**config.mk**
```make
export PLATFORM = sky130hd
export DESIGN_NAME = des_key_schedule
export DESIGN_NICKNAME = d
export VERILOG_FILES = /design/src/rtl/des_pkg.sv /design/src/rtl/des_pc2.sv /design/src/rtl/des_key_schedule.sv
export SDC_FILE = /design/constraint.sdc
export NUM_CORES = 1
export LEC_CHECK = 0
export ABC_AREA = 1
export ABC_CLOCK_PERIOD_IN_PS = 2900
export CORE_ASPECT_RATIO = 1.25
export CORE_UTILIZATION = 43
export DETAILED_ROUTE_END_ITERATION = 12
export GPL_TIMING_DRIVEN = 0
export PLACE_DENSITY = 0.71
export SLEW_MARGIN = 15
export SYNTH_ARGS = -nofsm -noshare
export SYNTH_HDL_FRONTEND = slang
export SYNTH_SLANG_ARGS = --single-unit
```
**constraint.sdc**
```tcl
create_clock -name clk -period 2.9 [get_ports clk]
set_input_delay 0.58 -clock clk [delete_from_list [all_inputs] [get_ports clk]]
set_output_delay 0.58 -clock clk [all_outputs]
set_load 0.01 [all_outputs]
```
**src/rtl/des_pkg.sv**
```systemverilog
// DES key-schedule constants: PC-1/PC-2 tables, per-round shift table, FSM states
// and the permutation/rotation helpers shared by the schedule datapath.
package des_pkg;

    localparam int unsigned KEY_W    = 64;
    localparam int unsigned CD_W     = 28;
    localparam int unsigned SUBKEY_W = 48;
    localparam int unsigned PC1_W    = 2 * CD_W;

    localparam logic [0:0] ST_IDLE   = 1'b0;
    localparam logic [0:0] ST_ACTIVE = 1'b1;

    localparam logic [6:0] PC1 [1:56] = '{
        57, 49, 41, 33, 25, 17,  9,
         1, 58, 50, 42, 34, 26, 18,
        10,  2, 59, 51, 43, 35, 27,
        19, 11,  3, 60, 52, 44, 36,
        63, 55, 47, 39, 31, 23, 15,
         7, 62, 54, 46, 38, 30, 22,
        14,  6, 61, 53, 45, 37, 29,
        21, 13,  5, 28, 20, 12,  4
    };

    localparam logic [5:0] PC2 [1:48] = '{
        14, 17, 11, 24,  1,  5,
         3, 28, 15,  6, 21, 10,
        23, 19, 12,  4, 26,  8,
        16,  7, 27, 20, 13,  2,
        41, 52, 31, 37, 47, 55,
        30, 40, 51, 45, 33, 48,
        44, 49, 39, 56, 34, 53,
        46, 42, 50, 36, 29, 32
    };

    localparam logic [1:0] SHIFT [1:16] = '{1, 1, 2, 2, 2, 2, 2, 2, 1, 2, 2, 2, 2, 2, 2, 1};

    // Rotation amount for schedule round rnd (1..16).
    function automatic logic [1:0] shift_of(input logic [4:0] rnd);
        logic [1:0] s;
        s = 2'd0;
        for (int i = 1; i <= 16; i++) begin
            if (rnd == 5'(i)) s = SHIFT[i];
        end
        return s;
    endfunction

    function automatic logic [1:PC1_W] pc1(input logic [1:KEY_W] k);
        logic [1:PC1_W] r;
        for (int i = 1; i <= 56; i++) r[i] = k[PC1[i]];
        return r;
    endfunction

    function automatic logic [1:CD_W] rotl28(input logic [1:CD_W] x, input logic [1:0] n);
        return (x << n) | (x >> (5'd28 - 5'(n)));
    endfunction

    function automatic logic [1:CD_W] rotr28(input logic [1:CD_W] x, input logic [1:0] n);
        return (x >> n) | (x << (5'd28 - 5'(n)));
    endfunction

endpackage

```
**src/rtl/des_pc2.sv**
```systemverilog
// Combinational PC-2 compression: 56-bit C||D to 48-bit round key, bit 1 = MSB.
module des_pc2
    import des_pkg::*;
(
    input  logic [1:PC1_W]    cd_i,
    output logic [1:SUBKEY_W] subkey_o
);

    always_comb begin
        subkey_o = '0;
        for (int i = 1; i <= 48; i++) subkey_o[i] = cd_i[PC2[i]];
    end

endmodule

```
**src/rtl/des_key_schedule.sv**
```systemverilog
// Sequential DES subkey generator issuing K1..K16 (or K16..K1) one per handshake.
// Optional key parity checker enabled by defining DES_KEY_PARITY_CHK_EN.
module des_key_schedule
    import des_pkg::*;
#(
    parameter bit ALLOW_RESTART = 1'b0
) (
    input  logic                clk,
    input  logic                reset,
    input  logic                start,
    input  logic                decrypt,
    input  logic [1:KEY_W]      key_in,
    input  logic                abort,
    input  logic                subkey_ack,
    output logic [1:SUBKEY_W]   subkey_out,
    output logic                subkey_valid,
    output logic [3:0]          round_num,
    output logic                busy,
    output logic                done
`ifdef DES_KEY_PARITY_CHK_EN
    ,
    output logic                parity_err
`endif
);

    logic [0:0]      state_q, state_d;
    logic [1:CD_W]   c_q, c_d;
    logic [1:CD_W]   d_q, d_d;
    logic [3:0]      round_q, round_d;
    logic            dec_q, dec_d;
    logic            done_q, done_d;
    logic [1:PC1_W]  key_cd;
    logic            load;
    logic [1:0]      enc_sh, dec_sh;

    assign key_cd = pc1(key_in);
    assign load   = start && ((state_q == ST_IDLE) || ALLOW_RESTART);
    assign enc_sh = shift_of(5'(round_q) + 5'd2);
    assign dec_sh = shift_of(5'd16 - 5'(round_q));

    always_ff @(posedge clk) begin
        if (reset) begin
            state_q <= ST_IDLE;
            c_q     <= '0;
            d_q     <= '0;
            round_q <= 4'd0;
            dec_q   <= 1'b0;
            done_q  <= 1'b0;
        end else begin
            state_q <= state_d;
            c_q     <= c_d;
            d_q     <= d_d;
            round_q <= round_d;
            dec_q   <= dec_d;
            done_q  <= done_d;
        end
    end

    // Abort beats load, load beats the ack that would finish the sequence.
    always_comb begin
        state_d = state_q;
        c_d     = c_q;
        d_d     = d_q;
        round_d = round_q;
        dec_d   = dec_q;
        done_d  = 1'b0;
        if (abort) begin
            state_d = ST_IDLE;
        end else if (load) begin
            state_d = ST_ACTIVE;
            round_d = 4'd0;
            dec_d   = decrypt;
            // C0D0 already yields K16; encrypt needs C1D1.
            if (decrypt) begin
                c_d = key_cd[1:CD_W];
                d_d = key_cd[CD_W+1:PC1_W];
            end else begin
                c_d = rotl28(key_cd[1:CD_W], 2'd1);
                d_d = rotl28(key_cd[CD_W+1:PC1_W], 2'd1);
            end
        end else if ((state_q == ST_ACTIVE) && subkey_ack) begin
            if (round_q == 4'd15) begin
                state_d = ST_IDLE;
                done_d  = 1'b1;
            end else begin
                round_d = round_q + 4'd1;
                if (dec_q) begin
                    c_d = rotr28(c_q, dec_sh);
                    d_d = rotr28(d_q, dec_sh);
                end else begin
                    c_d = rotl28(c_q, enc_sh);
                    d_d = rotl28(d_q, enc_sh);
                end
            end
        end
    end

    des_pc2 u_pc2 (
        .cd_i     ({c_q, d_q}),
        .subkey_o (subkey_out)
    );

    assign subkey_valid = (state_q == ST_ACTIVE);
    assign busy         = (state_q == ST_ACTIVE);
    assign round_num    = round_q;
    assign done         = done_q;

`ifdef DES_KEY_PARITY_CHK_EN
    logic par_bad;
    logic par_q;

    // A DES key byte should carry odd parity.
    always_comb begin
        par_bad = 1'b0;
        for (int i = 0; i < 8; i++) begin
            if (~^key_in[8*i+1 +: 8]) par_bad = 1'b1;
        end
    end

    always_ff @(posedge clk) begin
        if (reset) begin
            par_q <= 1'b0;
        end else if (load && !abort) begin
            par_q <= par_bad;
        end
    end

    assign parity_err = par_q;
`endif

endmodule

```
==> impl_metrics.tcl <==
set metrics [dict create \
    dieHeight_um 148 \
    synth-seq-area-share 0.173 \
    viasPerCell 6.04 \
    antenna_found_initial 0 \
    power_mw 3.92 \
    postRouteAntennaNets 0 \
    finalSetupViolations 0 \
    netlist_top_cells_area "dfxtp_1 17%, o21ai_0 16%, nand2_1 14%" \
    arrival_ns 3.08 \
    insertedDiodeCount 0 \
    finish.net_count 1565 \
    max_freq_mhz 358 \
    startpoint_type "primary input" \
    cpLargestDelayFamily "buffers and inverters" \
    cts_sinks 63 \
    setup_ws_ns 0.109 \
    std_cell_rows 52 \
    reg2reg_depth 14 \
    wl_per_cell_um 22.2 \
    critPathRequiredTime_ns 3.19 \
    cts-hold-fix-buffers 0 \
    cap_violations 0 \
    endpoint_kind "flop" \
    fin_util 0.570 \
    cp_slowest_cell "clkbuf_1" \
    most-common-layout-cells "269 x nand2_1, 237 x o21ai_0, 173 x nor2_1, 128 x inv_1, 118 x nand3_1" \
    hold-path-cell-count 2 \
    fp.dieW_um 118 \
    p_leak_nw 4.17 \
    mappedNetlistArea_um2 7290 \
    crit_end "d_q[25]$_SDFFE_PP0P_" \
    grt_max_degree 20 \
    overflow 0 \
    report.final.slew_viol_count 0 \
    drive_gt1_frac 0.104 \
    ir_drop_mv 0.211 \
    r2r_end "d_q[26]$_SDFFE_PP0P_" \
    first_global_vias 9394 \
    rrSetupSlack_ns 0.15 \
    grt_pass1_wl_mm 56.0 \
    path_clk_slew_ns 0.06 \
    dieArea_um2 17500 \
    crit_start "start" \
    vias 10300 \
    drc 0 \
    cts_tree "built" \
    fin_skew_ns 0.00748 \
    final_hold_viol_count 0 \
    routed_wl_mm 37.9 \
    grtUsageTotal 0.429 \
    num_io_pins 125 \
    fin_crit_ns 2.79 \
    io_buffer_count 115 \
    relSlewSlack 0.360 \
    synth_top_cell_by_area "dfxtp_1" \
    layout_commonest_cell "nand2_1" \
    cp.depth 9 \
    place_hpwl_mm 27.1 \
    cts_root_buf "clkbuf_16" \
    yosys_warnings 0 \
    ys_ff_latch 63 \
    cts.path.max_buffers 2 \
    cts_buffers 9 \
    hp-class "reg2reg" \
    period_share 0.963 \
    path_max_fanout 10 \
    drt-initial-drc-count 1654 \
    r2r_start "round_num[1]$_SDFFE_PP0P_" \
    busiest_layer "met2" \
    syn_nets 1437 \
    synth.distinct_cells 32 \
    synthToLayoutAreaGrowth_pct 28.0 \
    rsz0062_at_grt "false" \
    gr-usage-met3 0.0768 \
    firstDrtPassIters 10 \
    worstPathCellList "clkdlybuf4s50_1 > inv_1 > nor2_1 > clkbuf_1 > clkbuf_1 > o21ai_0 > o21ai_0 > a21oi_1 > a21oi_1" \
    worst-path-buf-inv 4 \
    place_inst 1688 \
    stdcell_count 1706 \
    power_density_nw_per_um2 420 \
    synth_top_area_frac 0.173 \
    clock_latency_ns 0.37 \
    cpPeakStageDelay_ns 0.67 \
    h-tree-depth 3 \
    pre_cts_slack_ns -0.690 \
    postSynthCellCount 1357 \
    met2_usage 0.684 \
    critPathKind "in2reg" \
    outcome "complete, no violations" \
    worst_pin_slew_ns 0.960 \
    syn_avg_cell_area_um2 5.38 \
    initial_core_util 0.445 \
    fp.coreArea_um2 16400 \
    groute.layer.met1.usage 0.523 \
    routabilityCongestion 1.08 \
]
## through the flow
| stage | TNS (ns) | hold WS [ns] | instance area [um2] |
|---|---|---|---|
| after detailed placement | -15.12 | 0.469 | 8720 |
| final | 0 | 0.509 | 9340 |
| after floorplan | 0 | 0.445 | 7290 |
| after global placement | -13.69 | 0.457 | 8720 |
| after global routing | 0 | 0.541 | 9340 |
| after CTS | -0.0523 | 0.479 | 9190 |
## report_power, final
group          switching (mW)  total (mW)  internal (mW)  leakage (nW)
Clock                   0.504        1.43          0.930         0.176
Combinational           0.887        1.44          0.556          3.47
Sequential              0.111        1.04          0.932         0.520
## cells by family (layout without fill, tap and decap cells)
logic type	after synthesis	count (layout)	synth area share
simple gates	608	608	0.348
flops	63	63	0.173
buf+inv	279	412	0.179
fa+ha+maj	10	10	0.0172
compound gates	397	397	0.283
## layer usage
metal  up-vias  part of all wire
li1       4680                 -
met5         -           0.00024
met2       822              0.44
met1      4575              0.36
met4         2             0.076
met3       227              0.12
## worst register-to-register path, stage by stage (launching register included)
cell and delay (ns):
dfxtp_4 0.39, inv_2 0.07, ha_1 0.35, inv_1 0.11, nand2_1 0.06, nor2_1 0.11
nor2_2 0.07, nand2_2 0.13, nand2_2 0.10, clkbuf_2 0.27, o21ai_0 0.61, nand2_1 0.11
nand3_1 0.10, nand2_1 0.07, a21oi_1 0.14
## synthesized netlist by cell type (all sizes together)
cell,number
nand3b,8
a311oi,1
o21ai,254
nand2,276
nor3,6
a211oi,1
ha,10
buf,82
and2,1
nor2,181
clkbuf,58
a21boi,4
a21oi,113
o211ai,24
clkinv,2
nand3,124
nand4,8
dfxtp,63
inv,137
or2,4
## final cells by class
| cell class | instances | area (um2) |
|---|---|---|
| clock inverter | 7 | 145 |
| inverter | 139 | 532 |
| clock buffer | 9 | 225 |
| buffer | 137 | 797 |
| sequential | 63 | 1270 |
| tap | 216 | 270 |
| timing repair buffer | 120 | 1190 |
| fill | 1823 | 7060 |
| multi-input combinational | 1015 | 4910 |
## sequential cells by signal, indices dropped and copies added, names as in the netlist
register	cells
c_q	28
round_num	4
busy	1
d_q	28
dec_q	1
done	1
## worst min path at each step
stage / start / slack (ns) / to
2_1_floorplan: dec_q$_SDFFE_PP0P_ / 0.44 / dec_q$_SDFFE_PP0P_
3_3_place_gp: dec_q$_SDFFE_PP0P_ / 0.46 / dec_q$_SDFFE_PP0P_
3_5_place_dp: dec_q$_SDFFE_PP0P_ / 0.47 / dec_q$_SDFFE_PP0P_
4_1_cts: dec_q$_SDFFE_PP0P_ / 0.48 / dec_q$_SDFFE_PP0P_
5_1_grt: dec_q$_SDFFE_PP0P_ / 0.54 / dec_q$_SDFFE_PP0P_
6_report: dec_q$_SDFFE_PP0P_ / 0.51 / dec_q$_SDFFE_PP0P_
## what timing repair did
item,CTS,global route
buffers inserted,3,2
endpoints found under the hold margin,0,0
resized for setup,23,53
setup endpoints to repair,38,56
pin swaps,3,5
Power figures use the tool's default switching activity.
